### config.mk
export PLATFORM = sky130hd
export DESIGN_NAME = fifo_ptr_ctrl
export DESIGN_NICKNAME = d
export VERILOG_FILES = /design/src/rtl/fifo_ptr_ctrl.sv
export SDC_FILE = /design/constraint.sdc
export NUM_CORES = 1
export LEC_CHECK = 0
export CAP_MARGIN = 0
export CORE_UTILIZATION = 30
export DETAILED_ROUTE_END_ITERATION = 7
export PLACE_DENSITY = 0.7
export SLEW_MARGIN = 15
export SYNTH_ARGS = -nofsm -noshare
export SYNTH_HDL_FRONTEND = slang
export SYNTH_SLANG_ARGS = --single-unit
### constraint.sdc
create_clock -name clk -period 3.7 [get_ports clk]
set_clock_uncertainty 0.15 [all_clocks]
set_input_delay 0.74 -clock clk [delete_from_list [all_inputs] [get_ports clk]]
set_output_delay 0.74 -clock clk [all_outputs]
set_load 0.02 [all_outputs]
### src/rtl/fifo_ptr_ctrl.sv
// fifo_ptr_ctrl: one-domain pointer controller for an asynchronous FIFO.
//
// Owns the local binary pointer, gates the access request with the full/empty
// flag fed back from the flag stage, and exports a registered extended Gray
// pointer for the flag stage and the CDC synchronizer.
//
// Parameters:
//   STATE      : 1 = write side (flag is full), 0 = read side (flag is empty)
//   ADDR_WIDTH : RAM address width; pointers are ADDR_WIDTH+1 bits
//   ALMOST_TH  : threshold for almost (level feature only)
//
// Ports:
//   clk      in   domain clock
//   rst      in   synchronous reset, active-high
//   req      in   access request (write or read enable)
//   flag     in   full (STATE=1) / empty (STATE=0) from the flag stage
//   ptr_rmt  in   synchronized remote Gray pointer
//   clr_err  in   clears the sticky error
//   fire     out  request accepted this cycle (combinational)
//   addr     out  RAM address for the current access
//   ptr_gray out  registered local Gray pointer
//   err      out  sticky overflow (STATE=1) / underflow (STATE=0)
//   level    out  occupancy estimate (level feature only, else 0)
//   almost   out  almost-full / almost-empty (level feature only, else constant)
//
// Build option: define FIFO_PTR_LEVEL_EN to enable the level/almost logic.

module fifo_ptr_ctrl #(
  parameter int unsigned STATE      = 0,
  parameter int unsigned ADDR_WIDTH = 4,
  parameter int unsigned ALMOST_TH  = 2
) (
  input  logic                  clk,
  input  logic                  rst,
  input  logic                  req,
  input  logic                  flag,
  input  logic [ADDR_WIDTH:0]   ptr_rmt,
  input  logic                  clr_err,
  output logic                  fire,
  output logic [ADDR_WIDTH-1:0] addr,
  output logic [ADDR_WIDTH:0]   ptr_gray,
  output logic                  err,
  output logic [ADDR_WIDTH:0]   level,
  output logic                  almost
);

  localparam int unsigned PtrW      = ADDR_WIDTH + 1;
  // Read side starts empty, so it reports almost-empty out of reset.
  localparam logic        AlmostRst = (STATE == 0);

  if (STATE > 1) begin : g_state_chk
    $fatal(1, "fifo_ptr_ctrl: STATE must be 0 or 1");
  end

  logic [ADDR_WIDTH:0] bin_q, bin_d;
  logic [ADDR_WIDTH:0] gray_q, gray_d;
  logic                err_q, err_d;

  always_comb begin
    fire   = req & ~flag & ~rst;
    bin_d  = bin_q;
    if (fire) begin
      bin_d = bin_q + PtrW'(1);
    end
    // Gray of the next pointer, so ptr_gray is registered and glitch-free.
    gray_d = bin_d ^ (bin_d >> 1);
    // A blocked request sets the error; setting wins over clearing.
    err_d  = err_q;
    if (req & flag) begin
      err_d = 1'b1;
    end else if (clr_err) begin
      err_d = 1'b0;
    end
  end

  always_ff @(posedge clk) begin
    if (rst) begin
      bin_q  <= '0;
      gray_q <= '0;
      err_q  <= 1'b0;
    end else begin
      bin_q  <= bin_d;
      gray_q <= gray_d;
      err_q  <= err_d;
    end
  end

  assign addr     = bin_q[ADDR_WIDTH-1:0];
  assign ptr_gray = gray_q;
  assign err      = err_q;

`ifdef FIFO_PTR_LEVEL_EN
  localparam int unsigned    Depth   = 2 ** ADDR_WIDTH;
  localparam logic [ADDR_WIDTH:0] FullTh  = PtrW'(Depth - ALMOST_TH);
  localparam logic [ADDR_WIDTH:0] EmptyTh = PtrW'(ALMOST_TH);

  logic [ADDR_WIDTH:0] rbin;
  logic [ADDR_WIDTH:0] level_q, level_d;
  logic                almost_q, almost_d;
  logic                acc;

  always_comb begin
    // Gray to binary: running XOR from the MSB down.
    acc  = 1'b0;
    rbin = '0;
    for (int i = int'(ADDR_WIDTH); i >= 0; i--) begin
      acc     = acc ^ ptr_rmt[i];
      rbin[i] = acc;
    end
    if (STATE == 1) begin
      level_d  = bin_q - rbin;
      almost_d = (level_d >= FullTh);
    end else begin
      level_d  = rbin - bin_q;
      almost_d = (level_d <= EmptyTh);
    end
  end

  always_ff @(posedge clk) begin
    if (rst) begin
      level_q  <= '0;
      almost_q <= AlmostRst;
    end else begin
      level_q  <= level_d;
      almost_q <= almost_d;
    end
  end

  assign level  = level_q;
  assign almost = almost_q;
`else
  logic unused_level_cfg;

  assign level            = '0;
  assign almost           = AlmostRst;
  assign unused_level_cfg = ^{ptr_rmt, (ALMOST_TH != 0)};
`endif

endmodule

==> out/metrics.csv <==
stage,metric,value,unit
sta,final.min_clock_period,3.00,ns
sta,drv_slew,0,
place,dp_hpwl,688,microns
layout,final_cells,102,
die,rows,15,
setup_path,cp_max_fo,4,
yosys,synth_area_per_cell,9.07,sq um
die,die_x,44.9,microns
power_and_ir_drop,sw_frac_of_total,25.4,%
global_route,grt_overflow,0,
sta,setup-tns-final,0,ns
die,dieArea,2020,sq um
global_route,grt_pass1_wl,1310,microns
die,io_pins,27,
clocking,numCtsBuffers,3,
clocking,ctsResizeCount,0,
sta,fmax,334,MHz
power_and_ir_drop,power.internal,0.162,mW
sta,period_share,81.0,%
route,wl,912,microns
route,viasPerCell,4.36,
layout,n_antenna_cell,0,
hold_path,hp-start,err,
run,cap_violations,0,
yosys,ys_ff_latch,10,
clocking,postCtsSetupBuffers,0,
clocking,holdBufCountCts,0,
setup_path,cp-start-kind,primary input,
power_and_ir_drop,vdd_drop_max,0.000133,V
run_status,outcome,"complete, no violations",
layout,final_cell_mix,"clkdlybuf4s50_1, dfxtp_1, nor2_1",
layout,final_common_cell,clkdlybuf4s50_1,
route,drt_iter0_markers,2,
yosys,synthesis.area,553,sq um
setup_path,r2r_start,bin_q[0],
place,gp_congestion,0.666,
power_and_ir_drop,p_clk_share,33.7,%
power_and_ir_drop,total_power,0.217,mW
route,post-route-drc-count,0,
hold_path,min_path_type,reg -> reg,
clocking,cts_buffer_depth,2,
hold_path,hold_depth,2,
sta,hold_violations,0,
setup_path,worstSetupPathType,in -> out,
die,fp.dieH,44.9,microns
global_route,grt_start_max_net_pins,15,
power_and_ir_drop,comb_power_share,14.9,%
place,dp.cells,99,
power_and_ir_drop,power_density,297,nW/um^2
die,start_util,32.0,%
yosys,ys_warn_count,0,
global_route,grt_pass1_vias,344,
clocking,clkTransAtPathRegs,0.06,ns
global_route,antenna_found_initial,0,
power_and_ir_drop,power_leakage,0.293,nW
place,numPortBuffers,15,
route,drtPass1Iterations,3,
layout,layout.nets,90,
clocking,root_buffer,clkbuf_4,
layout,syn_to_final_growth,32.6,%
setup_path,cp-startpoint,req,
clocking,htreeDepth,1,
layout,drive_above_1_share,10.4,%
layout,fin_util,42.5,%
sta,rsz0062_at_grt,no,
setup_path,reg2reg_slack,2.01,ns
power_and_ir_drop,seq_power_share,51.4,%
setup_path,arrival,2.11,ns
yosys,synth.distinct_cells,25,
global_route,grtUsageTotal,9.39,%
die,core_area,1730,sq um
setup_path,r2r_cells,4,
clocking,cts_sinks,10,
setup_path,regToRegEndpoint,ptr_gray[2],
clocking,clk_latency,0.26,ns
route,wire_per_inst,8.94,microns
route,vias,445,
yosys,synth-seq-area-share,36.2,%
setup_path,worstPathRequired,2.81,ns
power_and_ir_drop,power.switching,0.0552,mW
setup_path,endpoint_kind,output pin,
hold_path,min_to,err,
route,final_antenna_net_count,0,
clocking,tritoncts,built,
yosys,synth_cells,61,
sta,finalSetupViolCount,0,
==> final cells by class <==
type                            instances  area [sq um]
Clock buffer                            3          22.5
Fill cell                             195           993
Multi-Input combinational cell         47           314
Sequential cell                        10           200
Tap cell                               25          31.3
Timing Repair Buffer                   17           165
==> kinds of logic (layout without fill, tap and decap cells) <==
logic type,count (synthesis),in the layout,synth area share (%)
and+or+nand+nor,21,21,22.2
DFF,10,10,36.2
AOI/OAI and AO/OA,8,8,8.60
buffers and inverters,8,20,9.73
xor gates and xnor gates,7,7,11.1
muxes,4,4,8.60
other,2,6,1.36
adders and majority gates,1,1,2.26
==> per-layer routing <==
layer	wire, microns	track usage (%)	share of wire (%)	vias to the layer above
met1	401	9.80	44	200
met2	415	14.2	46	19
met4	31	9.09	3.4	0
li1	-	-	-	222
met5	0	0	0	-
met3	64	3.60	7.0	4
==> state kept, by name, summed over array words and instances (netlist names) <==
register / cells
err: 1
ptr_gray: 4
bin_q: 5
==> cells in the mapped netlist <==
cell type | number | share of area [%]
xnor2_1 | 2 | 3.2
and2_1 | 1 | 1.1
o21ai_1 | 1 | 0.90
nor3b_4 | 1 | 3.4
a21oi_1 | 2 | 1.8
mux2_4 | 1 | 2.7
nand2_1 | 3 | 2.0
mux2_2 | 1 | 2.0
dfxtp_1 | 10 | 36
mux2i_1 | 1 | 1.8
a22oi_1 | 2 | 2.7
buf_4 | 6 | 8.1
nor2b_1 | 2 | 2.3
ha_1 | 1 | 2.3
clkbuf_2 | 1 | 0.90
nand2b_1 | 2 | 2.3
xor2_1 | 5 | 7.9
o21bai_1 | 1 | 1.4
clkbuf_1 | 1 | 0.68
nand3_1 | 1 | 0.90
mux2_1 | 1 | 2.0
o21ai_0 | 2 | 1.8
nand4bb_1 | 2 | 4.1
nor2_1 | 9 | 6.1
conb_1 | 2 | 1.4
==> worst max-delay path, cell delays in order <==
cell and delay (ns):
clkdlybuf4s50_1 0.52, nor3b_4 0.22, clkdlybuf4s50_1 0.63
==> through the flow <==
stage,instance area [sq um],setup WS [ns],hold WS [ns]
floorplan,568,1.64,0.392
global placement,711,0.702,0.308
detailed placement,711,0.702,0.321
CTS,733,0.693,0.330
global route,733,0.661,0.357
finish,733,0.702,0.324
==> power groups by stage <==
| stage | clock, mW | combinational (mW) | sequential, mW |
|---|---|---|---|
| after global routing | 0.0798 | 0.0349 | 0.112 |
| after CTS | 0.0762 | 0.0325 | 0.112 |
| after global placement | 0 | 0.0322 | 0.114 |
| after floorplan | 0 | 0.0205 | 0.117 |
| final | 0.0733 | 0.0324 | 0.112 |
| after detailed placement | 0 | 0.0323 | 0.114 |
==> how the worst max path moves through the flow <==
| stage | endpoint |
|---|---|
| global placement | fire |
| global route | fire |
| floorplan | ptr_gray[2] |
| detailed placement | fire |
| CTS | fire |
| finish | fire |
Power figures use the tool's default switching activity.
